[src/rtl/core_message_arbiter_if.sv]
// rtl/core_message_arbiter_if.sv - Core 0/1 message request and PMH request/finished bundle.
interface core_message_arbiter_if #(
   parameter int addrBits = 16,
   parameter int dataBits = 16
);
   logic                core0Request;
   logic [3:0]          core0Message;
   logic [addrBits-1:0] core0Channel;
   logic [dataBits-1:0] core0Data;
   logic [addrBits-1:0] core0NumWords;
   logic [8:0]          core0JumpDestination;
   logic                core0InAlt;
   logic                core0Grant;
   logic                core0Done;

   logic                core1Request;
   logic [3:0]          core1Message;
   logic [addrBits-1:0] core1Channel;
   logic [dataBits-1:0] core1Data;
   logic [addrBits-1:0] core1NumWords;
   logic [8:0]          core1JumpDestination;
   logic                core1InAlt;
   logic                core1Grant;
   logic                core1Done;

   logic                enabled;
   logic                finished;
   logic [3:0]          coreMessage;
   logic [addrBits-1:0] coreMessageChannel;
   logic [dataBits-1:0] coreMessageMessage;
   logic [addrBits-1:0] coreMessageNumWords;
   logic [8:0]          coreMessageJumpDestination;
   logic                coreHadMessageInAlt;
   logic                coreMessageSource;
   logic                busy;
   logic                watchdogFired;

   modport slave (
      input  core0Request, core0Message, core0Channel, core0Data, core0NumWords,
             core0JumpDestination, core0InAlt,
      input  core1Request, core1Message, core1Channel, core1Data, core1NumWords,
             core1JumpDestination, core1InAlt,
      input  finished,
      output core0Grant, core0Done, core1Grant, core1Done,
      output enabled, coreMessage, coreMessageChannel, coreMessageMessage,
             coreMessageNumWords, coreMessageJumpDestination, coreHadMessageInAlt,
             coreMessageSource, busy, watchdogFired
   );

   modport master (
      output core0Request, core0Message, core0Channel, core0Data, core0NumWords,
             core0JumpDestination, core0InAlt,
      output core1Request, core1Message, core1Channel, core1Data, core1NumWords,
             core1JumpDestination, core1InAlt,
      output finished,
      input  core0Grant, core0Done, core1Grant, core1Done,
      input  enabled, coreMessage, coreMessageChannel, coreMessageMessage,
             coreMessageNumWords, coreMessageJumpDestination, coreHadMessageInAlt,
             coreMessageSource, busy, watchdogFired
   );
endinterface

[src/rtl/core_message_arbiter.sv]
// rtl/core_message_arbiter.sv - Round-robin serialiser of core 0/1 messages onto the PMH request port.
// Optional watchdog on the WAIT state: define CORE_MSG_ARB_WATCHDOG_EN.
module core_message_arbiter #(
   parameter int addrBits       = 16,
   parameter int dataBits       = 16,
   parameter int cooldownCycles = 2,
   parameter int timeoutCycles  = 255
) (
   input  logic                  clk,
   input  logic                  reset,
   core_message_arbiter_if.slave bus
);
   // One down-counter serves both the cooldown gap and the watchdog, sized for the larger limit.
   localparam int CNT_MAX = (timeoutCycles > cooldownCycles) ? timeoutCycles : cooldownCycles;
   localparam int CNT_W   = $clog2(CNT_MAX + 1);

   typedef enum logic [1:0] {
      IDLE     = 2'd0,
      WAIT     = 2'd1,
      COOLDOWN = 2'd2
   } state_t;

   state_t              state_q, state_d;
   logic                last_served_q, last_served_d;
   logic                enabled_q, enabled_d;
   logic [1:0]          grant_q, grant_d;
   logic [1:0]          done_q, done_d;
   logic [3:0]          code_q, code_d;
   logic [addrBits-1:0] channel_q, channel_d;
   logic [dataBits-1:0] data_q, data_d;
   logic [addrBits-1:0] num_words_q, num_words_d;
   logic [8:0]          jump_q, jump_d;
   logic                in_alt_q, in_alt_d;
   logic                source_q, source_d;
   logic [CNT_W-1:0]    cnt_q, cnt_d;
   logic                sel;
`ifdef CORE_MSG_ARB_WATCHDOG_EN
   logic                watchdog_fired_q, watchdog_fired_d;
`endif

   always_comb begin
      state_d       = state_q;
      last_served_d = last_served_q;
      enabled_d     = enabled_q;
      grant_d       = 2'b00;
      done_d        = 2'b00;
      code_d        = code_q;
      channel_d     = channel_q;
      data_d        = data_q;
      num_words_d   = num_words_q;
      jump_d        = jump_q;
      in_alt_d      = in_alt_q;
      source_d      = source_q;
      cnt_d         = cnt_q;
      sel           = 1'b0;
`ifdef CORE_MSG_ARB_WATCHDOG_EN
      watchdog_fired_d = watchdog_fired_q;
`endif
      case (state_q)
         IDLE: begin
            if (bus.core0Request || bus.core1Request) begin
               // On a tie the core that was not served last wins.
               sel = (bus.core0Request && bus.core1Request) ? ~last_served_q : bus.core1Request;
               if (sel) begin
                  code_d      = bus.core1Message;
                  channel_d   = bus.core1Channel;
                  data_d      = bus.core1Data;
                  num_words_d = bus.core1NumWords;
                  jump_d      = bus.core1JumpDestination;
                  in_alt_d    = bus.core1InAlt;
               end else begin
                  code_d      = bus.core0Message;
                  channel_d   = bus.core0Channel;
                  data_d      = bus.core0Data;
                  num_words_d = bus.core0NumWords;
                  jump_d      = bus.core0JumpDestination;
                  in_alt_d    = bus.core0InAlt;
               end
               source_d       = sel;
               last_served_d  = sel;
               enabled_d      = 1'b1;
               grant_d[sel]   = 1'b1;
               state_d        = WAIT;
`ifdef CORE_MSG_ARB_WATCHDOG_EN
               cnt_d          = CNT_W'(timeoutCycles);
`endif
            end
         end
         WAIT: begin
            if (bus.finished) begin
               enabled_d        = 1'b0;
               done_d[source_q] = 1'b1;
               cnt_d            = CNT_W'(cooldownCycles);
               state_d          = COOLDOWN;
            end
`ifdef CORE_MSG_ARB_WATCHDOG_EN
            else if (cnt_q <= CNT_W'(1)) begin
               // Abandon the message silently: the owning core never sees a done pulse.
               enabled_d        = 1'b0;
               watchdog_fired_d = 1'b1;
               cnt_d            = CNT_W'(cooldownCycles);
               state_d          = COOLDOWN;
            end else begin
               cnt_d = cnt_q - CNT_W'(1);
            end
`endif
         end
         COOLDOWN: begin
            if (cnt_q <= CNT_W'(1)) begin
               state_d = IDLE;
            end else begin
               cnt_d = cnt_q - CNT_W'(1);
            end
         end
         default: begin
            state_d = IDLE;
         end
      endcase
   end

   always_ff @(posedge clk or negedge reset) begin
      if (!reset) begin
         state_q       <= IDLE;
         last_served_q <= 1'b1;
         enabled_q     <= 1'b0;
         grant_q       <= 2'b00;
         done_q        <= 2'b00;
         code_q        <= '0;
         channel_q     <= '0;
         data_q        <= '0;
         num_words_q   <= '0;
         jump_q        <= '0;
         in_alt_q      <= 1'b0;
         source_q      <= 1'b0;
         cnt_q         <= '0;
      end else begin
         state_q       <= state_d;
         last_served_q <= last_served_d;
         enabled_q     <= enabled_d;
         grant_q       <= grant_d;
         done_q        <= done_d;
         code_q        <= code_d;
         channel_q     <= channel_d;
         data_q        <= data_d;
         num_words_q   <= num_words_d;
         jump_q        <= jump_d;
         in_alt_q      <= in_alt_d;
         source_q      <= source_d;
         cnt_q         <= cnt_d;
      end
   end

`ifdef CORE_MSG_ARB_WATCHDOG_EN
   always_ff @(posedge clk or negedge reset) begin
      if (!reset) begin
         watchdog_fired_q <= 1'b0;
      end else begin
         watchdog_fired_q <= watchdog_fired_d;
      end
   end
   assign bus.watchdogFired = watchdog_fired_q;
`else
   assign bus.watchdogFired = 1'b0;
`endif

   assign bus.core0Grant                 = grant_q[0];
   assign bus.core1Grant                 = grant_q[1];
   assign bus.core0Done                  = done_q[0];
   assign bus.core1Done                  = done_q[1];
   assign bus.enabled                    = enabled_q;
   assign bus.coreMessage                = code_q;
   assign bus.coreMessageChannel         = channel_q;
   assign bus.coreMessageMessage         = data_q;
   assign bus.coreMessageNumWords        = num_words_q;
   assign bus.coreMessageJumpDestination = jump_q;
   assign bus.coreHadMessageInAlt        = in_alt_q;
   assign bus.coreMessageSource          = source_q;
   assign bus.busy                       = (state_q != IDLE);
endmodule
[src/flat_wrapper.sv]
// flat-port wrapper written by rule: the top's interface ports become plain ports
module core_message_arbiter_flat 
#(
   parameter int addrBits       = 16,
   parameter int dataBits       = 16,
   parameter int cooldownCycles = 2,
   parameter int timeoutCycles  = 255
)
  (clk, reset, bus_core0Request, bus_core0Message, bus_core0Channel, bus_core0Data, bus_core0NumWords, bus_core0JumpDestination, bus_core0InAlt, bus_core1Request, bus_core1Message, bus_core1Channel, bus_core1Data, bus_core1NumWords, bus_core1JumpDestination, bus_core1InAlt, bus_finished, bus_core0Grant, bus_core0Done, bus_core1Grant, bus_core1Done, bus_enabled, bus_coreMessage, bus_coreMessageChannel, bus_coreMessageMessage, bus_coreMessageNumWords, bus_coreMessageJumpDestination, bus_coreHadMessageInAlt, bus_coreMessageSource, bus_busy, bus_watchdogFired);
  core_message_arbiter_if #(.addrBits(addrBits), .dataBits(dataBits)) bus_i ();
  input  logic clk;
  input  logic reset;
  input wire logic [$bits(bus_i.core0Request)-1:0] bus_core0Request;
  input wire logic [$bits(bus_i.core0Message)-1:0] bus_core0Message;
  input wire logic [$bits(bus_i.core0Channel)-1:0] bus_core0Channel;
  input wire logic [$bits(bus_i.core0Data)-1:0] bus_core0Data;
  input wire logic [$bits(bus_i.core0NumWords)-1:0] bus_core0NumWords;
  input wire logic [$bits(bus_i.core0JumpDestination)-1:0] bus_core0JumpDestination;
  input wire logic [$bits(bus_i.core0InAlt)-1:0] bus_core0InAlt;
  input wire logic [$bits(bus_i.core1Request)-1:0] bus_core1Request;
  input wire logic [$bits(bus_i.core1Message)-1:0] bus_core1Message;
  input wire logic [$bits(bus_i.core1Channel)-1:0] bus_core1Channel;
  input wire logic [$bits(bus_i.core1Data)-1:0] bus_core1Data;
  input wire logic [$bits(bus_i.core1NumWords)-1:0] bus_core1NumWords;
  input wire logic [$bits(bus_i.core1JumpDestination)-1:0] bus_core1JumpDestination;
  input wire logic [$bits(bus_i.core1InAlt)-1:0] bus_core1InAlt;
  input wire logic [$bits(bus_i.finished)-1:0] bus_finished;
  output wire logic [$bits(bus_i.core0Grant)-1:0] bus_core0Grant;
  output wire logic [$bits(bus_i.core0Done)-1:0] bus_core0Done;
  output wire logic [$bits(bus_i.core1Grant)-1:0] bus_core1Grant;
  output wire logic [$bits(bus_i.core1Done)-1:0] bus_core1Done;
  output wire logic [$bits(bus_i.enabled)-1:0] bus_enabled;
  output wire logic [$bits(bus_i.coreMessage)-1:0] bus_coreMessage;
  output wire logic [$bits(bus_i.coreMessageChannel)-1:0] bus_coreMessageChannel;
  output wire logic [$bits(bus_i.coreMessageMessage)-1:0] bus_coreMessageMessage;
  output wire logic [$bits(bus_i.coreMessageNumWords)-1:0] bus_coreMessageNumWords;
  output wire logic [$bits(bus_i.coreMessageJumpDestination)-1:0] bus_coreMessageJumpDestination;
  output wire logic [$bits(bus_i.coreHadMessageInAlt)-1:0] bus_coreHadMessageInAlt;
  output wire logic [$bits(bus_i.coreMessageSource)-1:0] bus_coreMessageSource;
  output wire logic [$bits(bus_i.busy)-1:0] bus_busy;
  output wire logic [$bits(bus_i.watchdogFired)-1:0] bus_watchdogFired;
  assign bus_i.core0Request = bus_core0Request;
  assign bus_i.core0Message = bus_core0Message;
  assign bus_i.core0Channel = bus_core0Channel;
  assign bus_i.core0Data = bus_core0Data;
  assign bus_i.core0NumWords = bus_core0NumWords;
  assign bus_i.core0JumpDestination = bus_core0JumpDestination;
  assign bus_i.core0InAlt = bus_core0InAlt;
  assign bus_i.core1Request = bus_core1Request;
  assign bus_i.core1Message = bus_core1Message;
  assign bus_i.core1Channel = bus_core1Channel;
  assign bus_i.core1Data = bus_core1Data;
  assign bus_i.core1NumWords = bus_core1NumWords;
  assign bus_i.core1JumpDestination = bus_core1JumpDestination;
  assign bus_i.core1InAlt = bus_core1InAlt;
  assign bus_i.finished = bus_finished;
  assign bus_core0Grant = bus_i.core0Grant;
  assign bus_core0Done = bus_i.core0Done;
  assign bus_core1Grant = bus_i.core1Grant;
  assign bus_core1Done = bus_i.core1Done;
  assign bus_enabled = bus_i.enabled;
  assign bus_coreMessage = bus_i.coreMessage;
  assign bus_coreMessageChannel = bus_i.coreMessageChannel;
  assign bus_coreMessageMessage = bus_i.coreMessageMessage;
  assign bus_coreMessageNumWords = bus_i.coreMessageNumWords;
  assign bus_coreMessageJumpDestination = bus_i.coreMessageJumpDestination;
  assign bus_coreHadMessageInAlt = bus_i.coreHadMessageInAlt;
  assign bus_coreMessageSource = bus_i.coreMessageSource;
  assign bus_busy = bus_i.busy;
  assign bus_watchdogFired = bus_i.watchdogFired;
  core_message_arbiter #(.addrBits(addrBits), .dataBits(dataBits), .cooldownCycles(cooldownCycles), .timeoutCycles(timeoutCycles)) u_core (.clk(clk), .reset(reset), .bus(bus_i));
endmodule
[config.mk]
export PLATFORM = sky130hd
export DESIGN_NAME = core_message_arbiter_flat
export DESIGN_NICKNAME = d
export VERILOG_FILES = /design/src/rtl/core_message_arbiter_if.sv /design/src/rtl/core_message_arbiter.sv /design/src/flat_wrapper.sv
export SDC_FILE = /design/constraint.sdc
export NUM_CORES = 1
export LEC_CHECK = 0
export ABC_AREA = 1
export BUFFER_PORTS_ARGS = -buffer_cell sky130_fd_sc_hd__buf_2
export CAP_MARGIN = 5
export CORE_MARGIN = 1.5
export CORE_UTILIZATION = 48
export DETAILED_ROUTE_END_ITERATION = 10
export HOLD_SLACK_MARGIN = 0.08
export PLACE_DENSITY_LB_ADDON = 0.3
export REMOVE_ABC_BUFFERS = 1
export SETUP_SLACK_MARGIN = 0.05
export SLEW_MARGIN = 20
export SYNTH_ARGS = -nofsm -noshare
export SYNTH_HDL_FRONTEND = slang
export SYNTH_SLANG_ARGS = --single-unit
[constraint.sdc]
create_clock -name clk -period 2.3 [get_ports clk]
set_input_delay 0.115 -clock clk [delete_from_list [all_inputs] [get_ports clk]]
set_output_delay 0.115 -clock clk [all_outputs]
set_load 0.005 [all_outputs]
==> flow_summary.yaml <==
final_layout:
  layout_commonest_cell: "sky130_fd_sc_hd__buf_2"
  instances_no_fill: 850
  finalCoreUtilization: 0.825
  diodes: 0
  area_delta_synth_final_pct: 66.0
  layout-drive-gt1-share: 0.301
  numnets_final: 877
  layout_common_cells: "sky130_fd_sc_hd__buf_2, sky130_fd_sc_hd__nand2_1, sky130_fd_sc_hd__dlygate4sd3_1"
  layout.filler_cells: 433
clock_network:
  clkLatencyLatePin_ns: 0.35
  count_of_h_tree_levels_built_during_cts: 3
  tritoncts_clock_tree: "yes"
  cts.sinks: 79
  cts_root_buf: "sky130_fd_sc_hd__clkbuf_8"
  tritoncts.num_buffers: 9
  clk_transition_reported_paths_ns: 0.09
  cts.path.max_buffers: 2
routing:
  ant_nets: 0
  routed_wl_per_cell_um: 16.4
  initial_drt_pass_iterations: 5
  vias: 4477
  drt_iter0_markers: 284
  remaining_drc_errors: 0
  drt-total-wl_um: 14000
  drt-vias-per-instance: 5.27
timing:
  worst_pin_slew_ns: 0.994
  grt_setup_unrepaired: "no"
  max_slew_margin: 0.338
  timing.hold.ws_ns: 0.0817
  final.setup_skew_ns: 0.0129
  hold_viol_final: 0
  report.final.slew_viol_count: 0
  final_period_minus_worst_setup_slack_ns: 2.15
  fmaxAchievable_mhz: 465
  tns_setup_ns: 0
  setup-violations-final: 0
  final.setup.worst_slack_ns: 0.148
  final_min_period_over_clock_period: 0.936
synthesis:
  yosysSeqAreaShare: 0.549
  synth_enable_flop_cells: 0
  area_share_of_the_largest_cell_type_after_synthesis: 0.541
  post_synth.cell_area_avg_um2: 8.10
  yosysWarnings: 0
  netlist.top_cell.by_area: "sky130_fd_sc_hd__dfrtp_1"
  synth_top_flop_cell: "sky130_fd_sc_hd__dfrtp_1"
  netlist_area_before_placement_um2: 3600
  synth_area_leaders: "sky130_fd_sc_hd__dfrtp_1, sky130_fd_sc_hd__nand2_1, sky130_fd_sc_hd__o21ai_0, sky130_fd_sc_hd__nor2_1, sky130_fd_sc_hd__o21ai_1"
  asr_flop_ratio_synth: 1.00
  postSynthCellCount: 445
  number_of_storage_elements_in_the_synthesis_netlist: 79
  synth.distinct_cells: 24
floorplan:
  rows: 31
  io-pin-count: 199
  die_h_um: 89.7
  initial_utilization: 0.497
  coreArea_um2: 7250
  floorplan_die_width_um: 89.7
  fp.dieArea_um2: 8040
critical_path:
  criticalPathCategory: "register to register"
  max_stage_delay_ns: 0.58
  worst_ep_arrival_time_ns: 2.43
  cp-end-kind: "register"
  crit_fanout: 24
  critical-path-slowest-cell: "sky130_fd_sc_hd__dlygate4sd3_1"
  timing.critical_path.mode_cell: "sky130_fd_sc_hd__nor2_4"
  critPathRequiredTime_ns: 2.58
  setup.worst_path.start_class: "register"
  cp_cell_sequence: "nor2_4 -> inv_1 -> nor2_4 -> nand2_1 -> nand3_1 -> dlygate4sd3_1"
power_and_ir_drop:
  static-leakage-power_nw: 3.10
  vdd_drop_max_v: 0.000600
  power.density_nw_per_um2: 1240
placed_design:
  preCtsSetupSlack_ns: 0.575
  number_of_placed_cells_counting_well_taps: 721
  place_congestion: 0.829
  port_buffer_count: 197
  hpwlAfterDp_um: 7040
grt:
  groute.usage.overall: 0.344
  grt_pass1_wl_um: 20600
  first_global_vias: 4425
  grt_max_degree: 80
  antenna_found_initial: 0
  grt_remaining_overflow: 0
job:
  maxCapViolations: 0
status:
  status: "complete, no violations"
hold_path:
  hp-class: "input pin to register"
==> cell usage after synthesis (2+ instances only) <==
| library cell | instances |
|---|---|
| sky130_fd_sc_hd__nand4_1 | 3 |
| sky130_fd_sc_hd__dfrtp_1 | 78 |
| sky130_fd_sc_hd__nand2_1 | 135 |
| sky130_fd_sc_hd__buf_2 | 15 |
| sky130_fd_sc_hd__inv_1 | 16 |
| sky130_fd_sc_hd__clkbuf_1 | 7 |
| sky130_fd_sc_hd__ha_1 | 2 |
| sky130_fd_sc_hd__nor2_4 | 2 |
| sky130_fd_sc_hd__nand2_2 | 3 |
| sky130_fd_sc_hd__nand3_1 | 30 |
| sky130_fd_sc_hd__xor2_1 | 2 |
| sky130_fd_sc_hd__nor2_1 | 58 |
| sky130_fd_sc_hd__o21ai_1 | 39 |
| sky130_fd_sc_hd__o21ai_0 | 45 |
==> worst max-delay path: cells and delay by family, from the launching register on <==
family / cells / cell delay (ns)
and+or+nand+nor: 4 / 0.92
buffers and inverters: 2 / 0.70
DFF: 1 / 0.45
==> stage by stage <==
step	power [mW]	cell area, µm²
final	7.40	5980
after global routing	7.96	5980
after CTS	7.09	5940
after detailed placement	5.25	4630
after global placement	5.12	4630
after floorplan	4.00	3480
==> kinds of logic (layout without fill, tap and decap cells) <==
| logic type | Yosys count | in the layout | share of synthesized area |
|---|---|---|---|
| and+or+nand+nor | 233 | 234 | 0.264 |
| adders and majority gates | 2 | 2 | 0.00694 |
| other | 1 | 1 | 0.00104 |
| AOI/OAI and AO/OA | 86 | 86 | 0.121 |
| DFF | 79 | 79 | 0.549 |
| xor gates and xnor gates | 3 | 3 | 0.00729 |
| buffers and inverters | 41 | 346 | 0.0510 |
==> final timing paths <==
check	startpoint	end	slack, ns	cells after the start
worst max-delay path	u_core.state_q[0]	u_core.bus.coreMessageJumpDestination[5]	0.15	6
worst min-delay path	bus_core0Channel[3]	u_core.bus.coreMessageChannel[3]	0.08	3
worst max register to register	u_core.state_q[0]	u_core.bus.coreMessageJumpDestination[5]	0.15	6
worst min register to register	u_core.bus.coreMessageSource	u_core.done_q[0]	0.45	1
max in group asynchronous	reset	u_core.bus.coreMessageNumWords[14]	1.19	2
min in group asynchronous	reset	u_core.state_q[1]	0.45	2
==> registers in the layout (all words and copies together) (netlist names), 2 cells and up <==
signal / count
u_core.grant_q: 2
u_core.state_q: 2
u_core.cnt_q: 8
u_core.bus.coreMessageChannel: 16
u_core.bus.coreMessageMessage: 16
u_core.bus.coreMessageNumWords: 16
u_core.done_q: 2
u_core.bus.coreMessageJumpDestination: 9
u_core.bus.coreMessage: 4
==> final cells by class <==
class / count / area, µm² / share of cell area
Clock buffer: 13 / 149 / 0.0249
Sequential cell: 79 / 1980 / 0.331
Clock inverter: 3 / 42.5 / 0.00711
Inverter: 17 / 63.8 / 0.0107
Multi-Input combinational cell: 326 / 1470 / 0.245
Timing Repair Buffer: 313 / 2160 / 0.361
Tap cell: 99 / 124 / 0.0207
==> layer usage <==
metal,global-route usage,up-vias,share of wire
li1,-,2033,-
met1,0.380,2094,0.35
met2,0.608,280,0.51
met3,0.0914,70,0.093
met4,0.175,0,0.046
met5,0,-,0
==> power breakdown <==
part	internal (mW)	switching (mW)
clock	0.532	0.506
combinational	1.87	1.97
sequential	2.08	0.450
==> timing repair <==
action                     in CTS  in global routing
setup endpoints to repair       0                 34
buffers inserted                0                  1
hold buffers                  111                  0
hold endpoints to repair      140                  0
gates resized for setup         0                  5
Note: power is estimated with default switching activity, not from simulation.
